--- src/rtl/qoi_frame_arbiter.sv ---
`default_nettype none
// ============================================================================
// Module   : qoi_frame_arbiter
// Purpose  : Two-channel pixel-stream arbiter. A grant is held for a whole frame.
//            Frame length is checked against width*height.
// Revision : 1.0 - initial release
// ============================================================================
module qoi_frame_arbiter #(
    parameter int RR = 1
) (
    input  logic        clk,
    input  logic        rstn,
    input  logic        s0_tvalid,
    output logic        s0_tready,
    input  logic        s0_tlast,
    input  logic [7:0]  s0_R,
    input  logic [7:0]  s0_G,
    input  logic [7:0]  s0_B,
    input  logic [31:0] s0_width,
    input  logic [31:0] s0_height,
    input  logic        s1_tvalid,
    output logic        s1_tready,
    input  logic        s1_tlast,
    input  logic [7:0]  s1_R,
    input  logic [7:0]  s1_G,
    input  logic [7:0]  s1_B,
    input  logic [31:0] s1_width,
    input  logic [31:0] s1_height,
    output logic        m_tvalid,
    input  logic        m_tready,
    output logic        m_tlast,
    output logic [7:0]  m_R,
    output logic [7:0]  m_G,
    output logic [7:0]  m_B,
    output logic [31:0] m_width,
    output logic [31:0] m_height,
    output logic        m_src,
    output logic        frame_err,
    output logic [15:0] frame_cnt
);

    typedef enum logic [0:0] {
        ST_IDLE = 1'b0,
        ST_BUSY = 1'b1
    } state_t;

    state_t      r_state;
    logic        r_grant;
    logic        r_last_served;
    logic        r_first;
    logic [31:0] r_pix_cnt;

    logic        w_room;
    logic        w_accept;
    logic        w_pick;
    logic        w_g_last;
    logic [7:0]  w_g_r;
    logic [7:0]  w_g_g;
    logic [7:0]  w_g_b;
    logic [31:0] w_g_width;
    logic [31:0] w_g_height;
    logic [31:0] w_cnt_next;
    logic [31:0] w_frame_w;
    logic [31:0] w_frame_h;
    logic [31:0] w_area;

    // The output register can take a beat when empty or draining this cycle.
    assign w_room     = !m_tvalid || m_tready;
    assign s0_tready  = (r_state == ST_BUSY) && !r_grant && w_room;
    assign s1_tready  = (r_state == ST_BUSY) &&  r_grant && w_room;
    assign w_accept   = (s0_tvalid && s0_tready) || (s1_tvalid && s1_tready);

    assign w_g_last   = r_grant ? s1_tlast  : s0_tlast;
    assign w_g_r      = r_grant ? s1_R      : s0_R;
    assign w_g_g      = r_grant ? s1_G      : s0_G;
    assign w_g_b      = r_grant ? s1_B      : s0_B;
    assign w_g_width  = r_grant ? s1_width  : s0_width;
    assign w_g_height = r_grant ? s1_height : s0_height;

    always_comb begin
        w_pick = s1_tvalid;
        if (s0_tvalid && s1_tvalid) begin
            w_pick = (RR != 0) ? !r_last_served : 1'b0;
        end
    end

    // On the first beat the size is not latched yet, so use the live inputs.
    assign w_cnt_next = r_first ? 32'd1 : r_pix_cnt + 32'd1;
    assign w_frame_w  = r_first ? w_g_width  : m_width;
    assign w_frame_h  = r_first ? w_g_height : m_height;
    assign w_area     = w_frame_w * w_frame_h;

    always_ff @(posedge clk or negedge rstn) begin
        if (!rstn) begin
            r_state       <= ST_IDLE;
            r_grant       <= 1'b0;
            r_last_served <= 1'b1;
            r_first       <= 1'b0;
            r_pix_cnt     <= 32'd0;
            m_tvalid      <= 1'b0;
            m_tlast       <= 1'b0;
            m_R           <= 8'd0;
            m_G           <= 8'd0;
            m_B           <= 8'd0;
            m_width       <= 32'd0;
            m_height      <= 32'd0;
            m_src         <= 1'b0;
            frame_err     <= 1'b0;
            frame_cnt     <= 16'd0;
        end else begin
            frame_err <= 1'b0;

            if (w_accept) begin
                m_tvalid <= 1'b1;
                m_tlast  <= w_g_last;
                m_R      <= w_g_r;
                m_G      <= w_g_g;
                m_B      <= w_g_b;
                m_src    <= r_grant;
            end else if (m_tready) begin
                m_tvalid <= 1'b0;
            end

            case (r_state)
                ST_IDLE: begin
                    if (s0_tvalid || s1_tvalid) begin
                        r_state <= ST_BUSY;
                        r_grant <= w_pick;
                        r_first <= 1'b1;
                    end
                end
                ST_BUSY: begin
                    if (w_accept) begin
                        r_first   <= 1'b0;
                        r_pix_cnt <= w_cnt_next;
                        if (r_first) begin
                            m_width  <= w_g_width;
                            m_height <= w_g_height;
                        end
                        if (w_g_last) begin
                            r_state       <= ST_IDLE;
                            r_last_served <= r_grant;
                            frame_cnt     <= frame_cnt + 16'd1;
                            frame_err     <= (w_cnt_next != w_area);
                        end
                    end
                end
                default: r_state <= ST_IDLE;
            endcase
        end
    end

endmodule
`default_nettype wire
--- config.mk ---
export PLATFORM = sky130hd
export DESIGN_NAME = qoi_frame_arbiter
export DESIGN_NICKNAME = d
export VERILOG_FILES = /design/src/rtl/qoi_frame_arbiter.sv
export SDC_FILE = /design/constraint.sdc
export NUM_CORES = 2
export LEC_CHECK = 0
export CAP_MARGIN = 20
export CORE_ASPECT_RATIO = 0.6
export CORE_MARGIN = 8
export CORE_UTILIZATION = 50
export CTS_CLUSTER_SIZE = 10
export DETAILED_ROUTE_END_ITERATION = 10
export HOLD_SLACK_MARGIN = 0.02
export PLACE_DENSITY = 0.7
export SETUP_SLACK_MARGIN = 0.2
export SYNTH_ARGS = -nofsm -noshare
export SYNTH_HDL_FRONTEND = slang
export SYNTH_SLANG_ARGS = --single-unit
--- constraint.sdc ---
create_clock -name clk -period 28.1 [get_ports clk]
set_clock_uncertainty 0.1 [all_clocks]
set_input_delay 5.62 -clock clk [delete_from_list [all_inputs] [get_ports clk]]
set_output_delay 5.62 -clock clk [all_outputs]
set_load 0.01 [all_outputs]
==> qor.txt <==
Cell variety after synth - 74
Sequential element share of the synthesized area - 15.3%
Top FF cell, synth - dfrtp_1
H-tree levels - 4
Multi-input gate area - 0.0183 mm^2
Final period utilization - 50.5%
Post-Route WL - 78100 um
Vias per inst - 5.74
Yosys warning total - 0
CTS tree - done
Worst R2R Path Depth - 24
Routability cong. - 0.951
Worst r2r src - r_first$_DFFE_PN0P_
Hold endpoint - frame_cnt[15]$_DFFE_PN0P_
Hold Path Class - reg2reg
Tot GR Track Use - 28.9%
Status - completed
Antenna cell count - 0
Mux contribution to synthesized area - 5.37%
Max Slew Vio Count - 0
Met3 usage - 5.17%
Hold depth - 1
Worst R2R Setup Slack - 17.68 ns
RSZ-0062 raised after global routing - false
# port buffers - 292
Global-route wire length before repair - 122000 um
Final setup fails - 0
Worst-margin pin slew - 1.11 ns
I/O pin count - 293
P&R area growth vs syn - 17.2%
Clock Root Buffer - clkbuf_16
Wirelength per Cell - 22.2 um
Core Area - 0.0465 mm^2
Crit path buffers/inverters - 2
Min cycle time layout - 14.19 ns
Critical path required time - 28.35 ns
Largest family of logic cells by synthesized area - adder cells
Area leader, netlist - fa_1
Simple-gate share of the synthesized area - 16.8%
Clk slew on worst S/H paths - 0.08 ns
Post-synth top area share - 34.6%
EDFF count, synth - 0
Grt met2 use - 45.8%
Syn_nets - 3385
Sequential cell area - 0.00361 mm^2
Crit path kind - in2reg
XOR/XNOR Fraction of Synth Area - 5.13%
DP Wirelength - 63900 um
Final ANT Viol Nets - 0
Synth Area per Inst - 8.84 um^2
Max Fclk - 0.0705 GHz
Clock insertion delay at the later pin of the skew report - 0.47 ns
Via count - 20198
WP data arrival - 14.44 ns
CP Launch Type - input pin
Nets - 3592
Drt drc - 0
Std cell rows - 61
Max clock buf depth - 2
Vias in the first global route - 21075
Reg2reg end - frame_err$_DFF_PN0_
Place WS - 13.68 ns
Synthesized area - 0.0236 mm^2
Syn Inst Count - 2669
Most common cell on crit path - fa_1
Largest net degree at the start of global routing - 87
TritonRoute pass-1 iters - 5
Hold Vio Cnt, Final - 0
TritonCTS buffer count - 17
Top post-synthesis cells by count - 474 x nand2_1, 408 x fa_1, 312 x nor2_1, 299 x inv_1, 143 x dfrtp_1
Slew headroom - 25.8%
Die Ht - 184 um
PnR worst setup slack - 13.91 ns
Most frequent cell after synthesis - nand2_1
Initial drt markers - 1875
Post-route setup TNS - 0 ns
GR Layer Usage met1 - 41.2%
Post-synthesis compound-gate area fraction - 8.74%
Post-synthesis register bit count - 144
GR peak layer - met2
Worst-path maximum fanout - 18
CP peak stage delay - 0.87 ns
Post-CTS Resized - 0
CTS Hold Buffers Added - 0
Post-synthesis adder-cell area fraction - 41.2%
Synth area leaders - fa_1 35%, dfrtp_1 15%, nand2_1 7.5%, ha_1 6.6%, nor2_1 5.0%
Worst path cell trace - clkdlybuf4s50_1, mux2i_1, a21oi_2, nand2_1, fa_1, fa_1, fa_1, fa_1, fa_1, fa_1, fa_1, fa_1, inv_1, ha_1, nand3_1, nor3_1, nand2_1, o21ai_1, a21oi_1, xnor3_2, a21o_2, or4_1, nor4_2, a31oi_1
Share of flip-flops with an asynchronous set or reset - 100%
Fillers - 4041
Starting Density - 50.8%
Post-CTS setup buffer count - 0
Initial antenna violation count - 0
Share of cells above drive strength 1 - 4.50%
Hold_sp - frame_cnt[15]$_DFFE_PN0P_
GRT Residual Overflow - 0
Clock sink count - 144
Die X - 296 um
CP delay by family, top - adder cells
Die footprint - 0.0546 mm^2
Number of max-cap violations - 0
Setup crit end kind - flop
Slowest CP cell - a21oi_2
[how the worst max path moves through the flow]
stage / slack, ns / endpoint / startpoint / cells past startpoint
floorplan: 14.92 / frame_err$_DFF_PN0_ / s1_height[5] / 24
global placement: 13.73 / frame_err$_DFF_PN0_ / s1_height[8] / 24
detailed placement: 13.68 / frame_err$_DFF_PN0_ / s1_height[8] / 24
CTS: 14.16 / frame_err$_DFF_PN0_ / s1_height[8] / 24
global route: 13.67 / frame_err$_DFF_PN0_ / s1_height[8] / 24
finish: 13.91 / frame_err$_DFF_PN0_ / s1_height[8] / 24
[metrics by stage]
step                      instance area [um^2]  hold slack [ns]  utilization (%)  cells
after CTS                                27700            0.381             59.5   3519
after global placement                   27000            0.361             58.1   3486
after detailed placement                 27000            0.370             58.1   3487
after floorplan                          23600            0.397                -   2669
after global routing                     27700            0.387             59.5   3519
final                                    27700            0.382             59.5   3519
[sequential cells by signal, summed over array words and instances (netlist names)]
| signal | flops |
|---|---|
| r_last_served | 1 |
| r_pix_cnt | 32 |
| m_height | 32 |
| m_width | 32 |
| frame_cnt | 16 |
| m_src | 1 |
| r_grant | 1 |
| r_state | 1 |
| m_B | 8 |
| frame_err | 1 |
| r_first | 1 |
| m_tvalid | 1 |
| m_R | 8 |
| m_tlast | 1 |
| m_G | 8 |
[final cells by class]
| type | count | share of cell area, % |
|---|---|---|
| Multi-Input combinational cell | 2082 | 66.1 |
| Sequential cell | 144 | 13.1 |
| Tap cell | 630 | 2.85 |
| Inverter | 299 | 4.06 |
| Clock buffer | 17 | 1.54 |
| Clock inverter | 15 | 0.764 |
| Timing Repair Buffer | 332 | 11.7 |
[logic make-up after synthesis]
group	after synthesis
buf+inv	443
simple gates	941
xor+xnor	130
mux	124
compound gates	354
fa+ha+maj	533
flops	144
[routing by layer]
metal	vias to the layer above	share of wire, %
li1	8915	-
met1	10204	43
met2	939	46
met3	140	8.5
met4	0	2.7
met5	-	0
[layout by cell type, fill, tap and decap left out, types with 22 or more instances in the layout]
cell	n
nand2_1	473
ha_1	125
nand4_1	24
dfrtp_1	141
a21o_1	52
mux2i_1	103
xor2_1	22
xnor2_1	103
clkdlybuf4s50_1	291
nor3_1	24
fa_1	408
buf_4	40
a21oi_1	100
nor2_1	312
o21ai_0	139
inv_1	299
Power is left out: the tool's default activity adds up to more than one toggle a clock period on the data nets, which glitch-free logic cannot reach.
==> RTL change (same flow settings) <==
Put one more register stage on the output `frame_cnt`, without a reset. The value now appears one clock later. The other outputs are not delayed to match.
--- a/src/rtl/qoi_frame_arbiter.sv
+++ b/src/rtl/qoi_frame_arbiter.sv
@@ -45,2 +45,4 @@
     } state_t;
+
+    logic [15:0] frame_cnt_s0;
 
@@ -108,3 +110,3 @@
             frame_err     <= 1'b0;
-            frame_cnt     <= 16'd0;
+            frame_cnt_s0  <= 16'd0;
         end else begin
@@ -142,3 +144,3 @@
                             r_last_served <= r_grant;
-                            frame_cnt     <= frame_cnt + 16'd1;
+                            frame_cnt_s0  <= frame_cnt_s0 + 16'd1;
                             frame_err     <= (w_cnt_next != w_area);
@@ -152,2 +154,6 @@
 
+    always_ff @(posedge clk) begin
+        frame_cnt <= frame_cnt_s0;
+    end
+
 endmodule
Function: changed (Yosys sat finds a counterexample within 4 cycles, from zero or initial values and one cycle with rstn low).
==> RTL change against the unedited design <==
  * Setup slack improved by 0.35 ns
  * Synthesized cell count rose by 0.97%
  * Sequential cell count is 16 higher
  * Maximum frequency grew 2.5%
  * Cell area increased by 2.0%
  * Die area up 1.6%
  * First-iteration DRC count grew 5.1%
  * Register-to-register slack gained 0.27 ns
  * Wire length increased by 0.38%
  * Area after synthesis grew 1.7%
  * Sequential share of layout area up 0.88 points
  * Core utilization decreased by 0.29 points
Power is left out: the tool's default activity adds up to more than one toggle a clock period on the data nets, which glitch-free logic cannot reach.
==> RTL change: results (changes against the unedited design) <==
Worst setup path
  • CP startpoint: s0_height[1]
  • Worst-path fanout max: 12 (-6)
  • Slowest CP cell: a21oi_1
  • Most frequent CP cell: fa_1
  • R2R Path Start: r_grant$_DFFE_PN0P_
  • WP data arrival: 14.07 ns (-0.37 ns)
  • Peak per-stage delay on the critical path: 0.85 ns (-0.02 ns)

Logic synthesis
  • Post-synth top cells: nand2_1, fa_1, nor2_1
  • Sequential share of the synthesized area: 16.3% (+1.1 points)
  • Cells after Synth: 2695 (+0.97%)
  • Library cells used by synthesis: 69 (-6.8%)
  • Syn Nets: 3411 (+0.77%)
  • Synth top area cells: fa_1, dfrtp_1, nand2_1, ha_1, nor2_1
  • Ys async rst share: 90.0% (-10 points)

Clock network
  • CTS sink cnt: 160 (+11%)

Final layout
  • Clock-cell share of area: 2.20% (-0.098 points)
  • Number of non-clock inverters: 294 (-1.7%)
  • NonClk Buf Share: 11.8% (+0.17 points)
  • Final Non-Filler Cells: 3568 (+1.4%)
  • Fillers: 4170 (+3.2%)

Hold path
  • Hold path start: frame_cnt_s0[5]$_DFFE_PN0P_
  • Worst hold path stage count: 0 (-1)

Route
  • Vias: 20.3k (+0.26%)
  • Final WL: 78.4 mm (+0.38%)
  • DR WL met2: 35.4 mm (-1.4%)
  • Metal-1 WL: 32.6 mm (-3.0%)
  • WL met3: 7.88 mm (+18%)

Outcome
  • Status: completed

Global route
  • First-pass GRT wire length: 123 mm (+0.29%)
  • Grt met1 use: 38.7% (-2.5 points)
  • Total routing usage reported by global routing: 28.4% (-0.52 points)
  • Met2 Use GR: 44.4% (-1.4 points)

Placed design
  • Final HPWL DP: 63.6 mm (-0.46%)
  • Placer Congestion: 0.933 (-1.9%)
  • Placed Cells: 3535 (+1.4%)

Timing
  • Final worst slack: 14.26 ns (+0.347 ns)
  • Slew @ Worst Pin: 1.14 ns (+0.0236 ns)
-- RTL change: cell count changes after synthesis, sizes merged, moves of 8 or more --
cell,change
o211ai,+8
nor2,+12
a21oi,+12
nand3,+16
xnor2,-18
nand2,-23
dfxtp,+16
buf,+9
o21ai,-24
-- RTL change: per-stage QoR --
step	hold slack, ns	util (%)	instance area, um^2
after global routing	0.290	59.2	28200
final	0.293	59.2	28200
after CTS	0.283	59.2	28200
after detailed placement	0.264	57.9	27600
after floorplan	0.247	-	24000
after global placement	0.257	57.9	27600
-- RTL change: logic make-up (layout without fill, tap and decap cells) --
kind of cell             Yosys count  after routing  synth area share [%]
buffers and inverters            440            673                  7.01
adder cells (fa/ha/maj)          533            533                  40.5
AND/OR/NAND/NOR                  947            947                  16.5
flip-flops                       160            160                  16.3
AO/OA/AOI/OAI                    364            364                  9.11
multiplexers                     131            131                  5.61
XOR/XNOR                         120            120                  4.84
